<file path="src/rtl/mulacc_seq_if.sv">
// MSP430 peripheral-bus bundle for the mulacc_seq peripheral.
interface mulacc_seq_if;
  logic [13:0] per_addr;
  logic [15:0] per_din;
  logic        per_en;
  logic [1:0]  per_we;
  logic [15:0] per_dout;

  modport master (output per_addr, per_din, per_en, per_we, input  per_dout);
  modport slave  (input  per_addr, per_din, per_en, per_we, output per_dout);
endinterface

</file>
<file path="src/rtl/mulacc_seq.sv">
// Memory-mapped multiply-accumulate: 4-pair operand FIFO, 16-cycle shift-add engine,
// 32-bit accumulator. Define MULACC_SAT_EN to saturate the accumulator instead of wrapping.
module mulacc_seq (
  input  logic        mclk,
  input  logic        puc_rst,
  mulacc_seq_if.slave bus
);

  localparam logic [13:0] ADDR_OPA   = 14'hA8;
  localparam logic [13:0] ADDR_OPB   = 14'hA9;
  localparam logic [13:0] ADDR_ACCLO = 14'hAA;
  localparam logic [13:0] ADDR_ACCHI = 14'hAB;
  localparam logic [13:0] ADDR_CTL   = 14'hAC;
  localparam logic [13:0] ADDR_COUNT = 14'hAD;

  typedef enum logic [1:0] {ST_IDLE, ST_MUL, ST_ACC} state_t;

  state_t      state_q;
  logic [15:0] opa_q;
  logic [15:0] fifo_a_q [4];
  logic [15:0] fifo_b_q [4];
  logic [1:0]  wr_ptr_q, rd_ptr_q;
  logic [2:0]  level_q, level_d;
  logic [31:0] mcand_q, partial_q, acc_q, acc_d;
  logic [15:0] mplier_q, count_q;
  logic [3:0]  step_q;
  logic        drop_q, ovf_q;

  logic        wr_en, rd_en, push, clr, flush, pop, push_ok, fifo_empty, fifo_full, busy;
  logic [32:0] acc_sum;
  logic [15:0] rd_data;

  assign wr_en      = bus.per_en & (bus.per_we == 2'b11);
  assign rd_en      = bus.per_en & (bus.per_we == 2'b00);
  assign push       = wr_en & (bus.per_addr == ADDR_OPB);
  assign clr        = wr_en & (bus.per_addr == ADDR_CTL) & bus.per_din[0];
  assign flush      = wr_en & (bus.per_addr == ADDR_CTL) & bus.per_din[1];
  assign fifo_empty = (level_q == 3'd0);
  assign fifo_full  = (level_q == 3'd4);
  assign busy       = (state_q != ST_IDLE) | ~fifo_empty;

  // A clear or flush on this edge must not pop a pair that would then be lost.
  assign pop     = (state_q == ST_IDLE) & ~fifo_empty & ~clr & ~flush;
  assign push_ok = push & (~fifo_full | pop);

  assign acc_sum = {1'b0, acc_q} + {1'b0, partial_q};

  // NOTE: every variable written here gets a default first so no latch is inferred.
  always_comb begin
    level_d = level_q;
    if (flush) level_d = 3'd0;
    else       level_d = level_q + {2'b00, push_ok} - {2'b00, pop};
`ifdef MULACC_SAT_EN
    acc_d = acc_sum[32] ? 32'hFFFF_FFFF : acc_sum[31:0];
`else
    acc_d = acc_sum[31:0];
`endif
  end

  // NOTE: sequential state uses non-blocking assignments so all registers update together.
  always_ff @(posedge mclk or posedge puc_rst) begin
    if (puc_rst) begin
      state_q   <= ST_IDLE;
      opa_q     <= '0;
      wr_ptr_q  <= '0;
      rd_ptr_q  <= '0;
      level_q   <= '0;
      mcand_q   <= '0;
      mplier_q  <= '0;
      partial_q <= '0;
      step_q    <= '0;
      acc_q     <= '0;
      count_q   <= '0;
      drop_q    <= 1'b0;
      ovf_q     <= 1'b0;
      // NOTE: FIFO storage is cleared with the pointers so no operand survives a reset.
      for (int i = 0; i < 4; i++) begin
        fifo_a_q[i] <= '0;
        fifo_b_q[i] <= '0;
      end
    end else begin
      if (wr_en && bus.per_addr == ADDR_OPA) opa_q <= bus.per_din;

      if (flush) begin
        wr_ptr_q <= '0;
        rd_ptr_q <= '0;
      end else begin
        if (push_ok) begin
          fifo_a_q[wr_ptr_q] <= opa_q;
          fifo_b_q[wr_ptr_q] <= bus.per_din;
          wr_ptr_q           <= wr_ptr_q + 2'd1;
        end
        if (pop) rd_ptr_q <= rd_ptr_q + 2'd1;
      end
      level_q <= level_d;

      if (push && !push_ok) drop_q <= 1'b1;

      if (clr) begin
        state_q <= ST_IDLE;
        acc_q   <= '0;
        count_q <= '0;
        drop_q  <= 1'b0;
        ovf_q   <= 1'b0;
      end else begin
        unique case (state_q)
          ST_IDLE: if (pop) begin
            mcand_q   <= {16'h0000, fifo_a_q[rd_ptr_q]};
            mplier_q  <= fifo_b_q[rd_ptr_q];
            partial_q <= '0;
            step_q    <= '0;
            state_q   <= ST_MUL;
          end
          ST_MUL: begin
            if (mplier_q[0]) partial_q <= partial_q + mcand_q;
            mcand_q  <= {mcand_q[30:0], 1'b0};
            mplier_q <= {1'b0, mplier_q[15:1]};
            step_q   <= step_q + 4'd1;
            if (step_q == 4'd15) state_q <= ST_ACC;
          end
          ST_ACC: begin
            acc_q   <= acc_d;
            if (acc_sum[32]) ovf_q <= 1'b1;
            count_q <= count_q + 16'd1;
            state_q <= ST_IDLE;
          end
          default: state_q <= ST_IDLE;
        endcase
      end
    end
  end

  always_comb begin
    rd_data = 16'h0000;
    if (rd_en) begin
      case (bus.per_addr)
        ADDR_ACCLO: rd_data = acc_q[15:0];
        ADDR_ACCHI: rd_data = acc_q[31:16];
        ADDR_CTL:   rd_data = {5'b0, level_q, 3'b0, ovf_q, drop_q, fifo_full, fifo_empty, busy};
        ADDR_COUNT: rd_data = count_q;
        default:    rd_data = 16'h0000;
      endcase
    end
  end

  assign bus.per_dout = rd_data;

endmodule

</file>
<file path="src/flat_wrapper.sv">
// flat-port wrapper written by rule: the top's interface ports become plain ports
module mulacc_seq_flat 
  (mclk, puc_rst, bus_per_addr, bus_per_din, bus_per_en, bus_per_we, bus_per_dout);
  mulacc_seq_if bus_i ();
  input  logic mclk;
  input  logic puc_rst;
  input wire logic [$bits(bus_i.per_addr)-1:0] bus_per_addr;
  input wire logic [$bits(bus_i.per_din)-1:0] bus_per_din;
  input wire logic [$bits(bus_i.per_en)-1:0] bus_per_en;
  input wire logic [$bits(bus_i.per_we)-1:0] bus_per_we;
  output wire logic [$bits(bus_i.per_dout)-1:0] bus_per_dout;
  assign bus_i.per_addr = bus_per_addr;
  assign bus_i.per_din = bus_per_din;
  assign bus_i.per_en = bus_per_en;
  assign bus_i.per_we = bus_per_we;
  assign bus_per_dout = bus_i.per_dout;
  mulacc_seq u_core (.mclk(mclk), .puc_rst(puc_rst), .bus(bus_i));
endmodule
</file>
<file path="config.mk">
export PLATFORM = sky130hd
export DESIGN_NAME = mulacc_seq_flat
export DESIGN_NICKNAME = d
export VERILOG_FILES = /design/src/rtl/mulacc_seq_if.sv /design/src/rtl/mulacc_seq.sv /design/src/flat_wrapper.sv
export SDC_FILE = /design/constraint.sdc
export NUM_CORES = 1
export LEC_CHECK = 0
export ABC_AREA = 1
export BUFFER_PORTS_ARGS = -buffer_cell sky130_fd_sc_hd__buf_2
export CAP_MARGIN = 20
export CORE_UTILIZATION = 35
export CTS_CLUSTER_DIAMETER = 80
export CTS_CLUSTER_SIZE = 8
export DETAILED_ROUTE_END_ITERATION = 10
export GPL_ROUTABILITY_DRIVEN = 0
export PLACE_DENSITY = 0.59
export SYNTH_ARGS = -nofsm -noshare
export SYNTH_HDL_FRONTEND = slang
export SYNTH_SLANG_ARGS = --single-unit
</file>
<file path="constraint.sdc">
create_clock -name mclk -period 10.5 [get_ports mclk]
set_input_delay 0.525 -clock mclk [delete_from_list [all_inputs] [get_ports mclk]]
set_output_delay 0.525 -clock mclk [all_outputs]
set_load 0.02 [all_outputs]
</file>
==> results.cfg, run 1 <==
[outcome]
outcome = finished, final reports clean

[cts]
path_clk_slew_ns = 0.06
cts_tree = done
postCtsHoldBufs = 0
postCtsSetupRepairBufs = 0
cts_root_buf = clkbuf_16
cts_num_sinks = 287
htreeDepth = 2
clk_latency_ns = 0.60
post_cts_resized = 0
numCtsBuffers = 42
clockBufferDepth = 3

[timing]
fin_crit_sh = 0.376
setup_viol = 0
hold_ws_ns = 0.0270
clock.fmax_mhz = 254
tightest_slew_ns = 1.00
drv_slew = 0
rsz0062_at_grt = no
maxSlewHeadroom = 0.331
setup-tns-final_ns = 0
skew_ns = 0.0466
setup_ws_ns = 6.56
finalHoldViolations = 0
fin_crit_ns = 3.94

[pwr]
leakagePower_nw = 10.9
power.total_mw = 5.32
p_int_mw = 2.90
peakVddDrop_mv = 0.126
seq_power_share = 0.299
swShare = 0.455
cellPowerDensity_mw_per_mm2 = 265
switchingPower_mw = 2.42
power_frac_clock = 0.238
combPwrFrac = 0.463

[synthesis]
yosysUniqueCellTypes = 37
synth_fp_nets = 2716
syn_inst = 2607
ys_seq_area_frac = 0.396
synth_warnings = 0
synth-seq-cells = 287
syn_area_mm2 = 0.0182
synth_edf_count = 0
synthArstFlopShare = 1.00
syn_avg_cell_area_um2 = 6.96
synthFlopType = dfrtp_1

[global_route]
track_usage = 0.207
grt_pass1_vias = 16440
grt_max_degree = 92
gr-total-overflow = 0
antenna_found_initial = 0
grt_pass1_wl_um = 88100

[cells_and_area]
fin_cells = 3289
num_antenna_cells = 0
finalCoreUtilization = 0.391
drive_gt1_frac = 0.0606
fin_area_mm2 = 0.0201
area_growth_pct = 10.5
finalNetCount = 2713

[placed_design]
post-place-ws_ns = 6.25
dp_hpwl_um = 36300
portBuffers = 50
dp.cells = 3239
post_dp_cell_area_mm2 = 0.0189

[floorplanning]
core_area_mm2 = 0.0513
ios = 51
fp.dieW_um = 230
initial_utilization = 0.354
row_count = 83
dieArea_mm2 = 0.0528
die_y_um = 230

[critical_path]
crit_fanout = 58
crit_arrival_ns = 4.38
criticalPathCategory = flip-flop to flip-flop
critPathLaunchType = flip-flop
worstPathRequired_ns = 10.94
cp-end-kind = flip-flop

[drt]
firstDrtPassIters = 5
num_vias = 17051
dr.first_iter.drc_count = 1191
ant_nets = 0
drc = 0
drt-total-wl_um = 54400
viasPerCell = 5.18
wire_per_inst_um = 16.5

[flow_run]
max_cap_violations = 0

[hold_path]
hold_path.class = primary input to async pin
[state kept, by name (all words and copies together) (netlist names)]
| name | cells |
|---|---|
| u_core.acc_q | 32 |
| u_core.drop_q | 1 |
| u_core.partial_q | 32 |
| u_core.ovf_q | 1 |
| u_core.fifo_b_q | 64 |
| u_core.mplier_q | 16 |
| u_core.step_q | 4 |
| u_core.count_q | 16 |
| u_core.wr_ptr_q | 2 |
| u_core.mcand_q | 32 |
| u_core.level_q | 3 |
| u_core.opa_q | 16 |
| u_core.fifo_a_q | 64 |
| u_core.rd_ptr_q | 2 |
| u_core.state_q | 2 |
[synthesized netlist by cell type, types with 5 or more instances]
master	count	area share
xnor2_1	19	0.0092
a31oi_1	5	0.0017
nor2_1	202	0.042
o221ai_1	30	0.014
clkbuf_1	50	0.010
nor3_1	21	0.0058
a21oi_1	49	0.014
buf_2	43	0.012
o31ai_1	7	0.0029
nand3b_1	9	0.0037
nand3_2	6	0.0033
buf_6	6	0.0037
ha_1	71	0.049
dfrtp_1	287	0.40
o22ai_1	9	0.0031
o21ai_1	28	0.0077
xor2_1	13	0.0063
nand4_1	138	0.048
nand3_1	158	0.044
o21ai_0	132	0.036
buf_1	18	0.0037
mux2_2	16	0.0099
or2_2	8	0.0028
inv_1	289	0.060
nand2_1	966	0.20
[final timing paths]
path	start	end	slack, ns	cells past startpoint
min	puc_rst	u_core.acc_q[10]$_DFFE_PP0P_	0.03	2
max in group asynchronous	puc_rst	u_core.fifo_b_q[7]$_DFFE_PP0P_	8.14	4
max reg2reg	u_core.level_q[1]$_DFF_PP0_	u_core.fifo_a_q[63]$_DFFE_PP0P_	6.56	9
min in group mclk	bus_per_din[4]	u_core.fifo_b_q[4]$_DFFE_PP0P_	0.25	3
min reg2reg	u_core.fifo_b_q[28]$_DFFE_PP0P_	u_core.fifo_b_q[28]$_DFFE_PP0P_	0.46	2
max	u_core.level_q[1]$_DFF_PP0_	u_core.fifo_a_q[63]$_DFFE_PP0P_	6.56	9
[cells in the final DEF (no fill, tap or decap), types with 2 or more instances in the layout]
master     instances
nand2_1          965
inv_1            288
dfrtp_1          286
nor2_1           202
nand3_1          158
nand4_1          138
o21ai_0          132
ha_1              71
buf_2             50
a21oi_1           49
clkbuf_16         42
o221ai_1          30
o21ai_1           28
nor3_1            21
buf_4             20
xnor2_1           19
mux2_2            16
xor2_1            13
o22ai_1            9
nand3b_1           9
or2_2              8
o31ai_1            7
nand3_2            6
a31oi_1            5
o211ai_1           4
and2_1             4
clkinv_1           3
o21bai_1           3
fa_1               3
nor2_2             2
inv_2              2
a21o_1             2
clkinv_16          2
[logic make-up after synthesis]
family	synth area share
compound gates	0.0841
xor+xnor	0.0154
fa+ha+maj	0.0522
buf+inv	0.0904
flops	0.396
mux	0.00992
simple gates	0.352
[final cells by class]
| type | instances | area [um^2] |
|---|---|---|
| sequential | 287 | 7180 |
| tap | 680 | 851 |
| multi-input combinational | 1909 | 9330 |
| clock inverter | 5 | 111 |
| inverter | 294 | 1110 |
| fill | 5402 | 31200 |
| timing repair buffer | 70 | 400 |
| clock buffer | 44 | 1070 |
[power by group through the flow]
stage,combinational (mW),clock (mW),sequential (mW)
finish,2.46,1.27,1.59
floorplan,1.91,0,1.49
detailed placement,2.45,0,1.61
global route,2.80,1.34,1.61
global placement,2.41,0,1.60
CTS,2.46,1.30,1.59
[worst max-delay path, stage by stage (launching register included)]
cell	delay, ns
dfrtp_1	0.41
inv_1	0.11
nand2_1	0.14
nor2_1	0.08
nor2_1	0.15
nand3_2	0.70
nand2_4	0.85
nand3_2	0.94
nand2_1	0.26
nand2_1	0.07
[per-layer routing]
metal | track usage | part of all wire | vias up
met5 | 0 | 0 | -
met4 | 0.0617 | 0.021 | 0
met3 | 0.0301 | 0.058 | 93
met2 | 0.348 | 0.47 | 470
met1 | 0.275 | 0.45 | 8067
li1 | - | - | 8421
(Power assumes the default switching activity.)
==> run 2: changes to the inputs <==
- PLACE_DENSITY: 0.59 -> 0.61
- clock period: 10.5 -> 3.6 ns (I/O delays scaled with it)
==> results.cfg, run 2 (synthesized netlist as in run 1, its figures left out) <==
[drt]
ant_nets = 0
route.met3.wl_um = 3130
wl_met1_um = 24000
firstDrtPassIters = 6
drt-total-wl_um = 54500
viasPerCell = 5.18
num_vias = 17203
dr.first_iter.drc_count = 1396
drc = 0
routed.top_layer = met4
wire_per_inst_um = 16.4
met2WireLength_um = 26100

[critical_path]
worst_r2r_startpoint = u_core.level_q[1]$_DFF_PP0_
reg2reg_depth = 11
criticalPathCategory = primary input to primary output
crit_arrival_ns = 2.33
crit_fanout = 16
worstPathRequired_ns = 3.42
critPathLaunchType = primary input
r2r-end = u_core.fifo_a_q[45]$_DFFE_PP0P_
r2r_slack_ns = 1.14
cp-end-kind = primary output

[global_route]
grt_pass1_wl_um = 88200
track_usage = 0.206
grt_max_degree = 103
gr-total-overflow = 0
antenna_found_initial = 0
grt_pass1_vias = 16606

[pwr]
power_frac_clock = 0.235
seq_power_share = 0.296
cellPowerDensity_mw_per_mm2 = 764
swShare = 0.455
combPwrFrac = 0.469
p_int_mw = 8.53
leakagePower_nw = 11.1
switchingPower_mw = 7.12
peakVddDrop_mv = 0.428

[hold_path]
hold_start = bus_per_addr[1]
hold_path.class = primary input to flip-flop
hold_depth = 6
whs_endpoint = u_core.fifo_a_q[20]$_DFFE_PP0P_

[cells_and_area]
reg_top3 = u_core.fifo_a_q (64), u_core.fifo_b_q (64)
num_antenna_cells = 0
layout_commonest_cell = nand2_1
layout_common_cells = 965 x nand2_1, 288 x inv_1, 286 x dfrtp_1, 202 x nor2_1, 158 x nand3_1
finalNetCount = 2749
drive_gt1_frac = 0.0666
finalCoreUtilization = 0.400
fin_cells = 3324
area_growth_pct = 12.9

[outcome]
outcome = finished, final reports clean

[cts]
htreeDepth = 2
path_clk_slew_ns = 0.05
clk_latency_ns = 0.57
cts_tree = done
cts_root_buf = clkbuf_16
post_cts_resized = 0
numCtsBuffers = 42
cts_num_sinks = 287
postCtsSetupRepairBufs = 0
clockBufferDepth = 3

[floorplanning]
row_count = 83
dieArea_mm2 = 0.0528
initial_utilization = 0.354
ios = 51
core_area_mm2 = 0.0513
fp.dieW_um = 230
die_y_um = 230

[timing]
rsz0062_at_grt = no
setup_ws_ns = 1.09
fin_crit_sh = 0.698
drv_slew = 0
clock.fmax_mhz = 398
hold_ws_ns = 0.220
finalHoldViolations = 0
tightest_slew_ns = 0.919
skew_ns = 0.0270
maxSlewHeadroom = 0.386
setup-tns-final_ns = 0
fin_crit_ns = 2.51
setup_viol = 0

[flow_run]
max_cap_violations = 0

[placed_design]
post-place-ws_ns = 0.989
portBuffers = 50
dp.cells = 3258
dp_hpwl_um = 37500
run 2: critical path: stages:
cell and delay, ns:
buf_2 0.11, nor3_1 0.18, nand2_1 0.12, nor2_1 0.37, nand2_1 0.33, nand3_1 0.18
nand3_1 0.39, nor2_1 0.26, buf_2 0.20
run 2: area by class of cell:
| type | instances | area [um^2] |
|---|---|---|
| clock inverter | 5 | 118 |
| inverter | 294 | 1110 |
| timing repair buffer | 106 | 851 |
| clock buffer | 43 | 1050 |
| fill | 5356 | 30800 |
| multi-input combinational | 1909 | 9330 |
| sequential | 287 | 7180 |
| tap | 680 | 851 |
run 2: worst max-delay path by stage:
stage                                   startpoint                               to  cells after the start
finish                             bus_per_addr[4]                 bus_per_dout[10]                      9
global route                       bus_per_addr[4]                  bus_per_dout[6]                      9
CTS                 u_core.rd_ptr_q[0]$_DFFE_PP0P_  u_core.mplier_q[12]$_DFFE_PP0P_                      6
detailed placement                bus_per_addr[11]      u_core.level_q[1]$_DFF_PP0_                     15
global placement                  bus_per_addr[13]      u_core.level_q[1]$_DFF_PP0_                     15
floorplan                                  puc_rst      u_core.acc_q[0]$_DFFE_PP0P_                      1
run 2: metrics by stage:
| step | cell area [um^2] | total power [mW] |
|---|---|---|
| 3_3_place_gp | 19100 | 11.8 |
| 3_5_place_dp | 19100 | 11.9 |
| 6_report | 20500 | 15.7 |
| 4_1_cts | 20500 | 15.7 |
| 5_1_grt | 20500 | 16.9 |
| 2_1_floorplan | 18200 | 9.89 |
run 2: what timing repair did:
| action | in CTS | in global routing |
|---|---|---|
| setup endpoints to repair | 0 | 0 |
| endpoints found under the hold margin | 104 | 0 |
| hold buffers | 17 | 0 |
run 2: power by group through the flow:
stage          sequential (mW)  combinational (mW)  clock [mW]
2_1_floorplan             4.33                5.56           0
3_3_place_gp              4.66                7.13           0
3_5_place_dp              4.68                7.24           0
4_1_cts                   4.63                7.30        3.77
5_1_grt                   4.70                8.33        3.88
6_report                  4.63                7.35        3.68
run 2: routing by layer:
layer  vias up  global-route usage
li1       8496                   -
met1      8125               0.271
met2       496               0.348
met3        86              0.0321
met4         0              0.0600
met5         -                   0
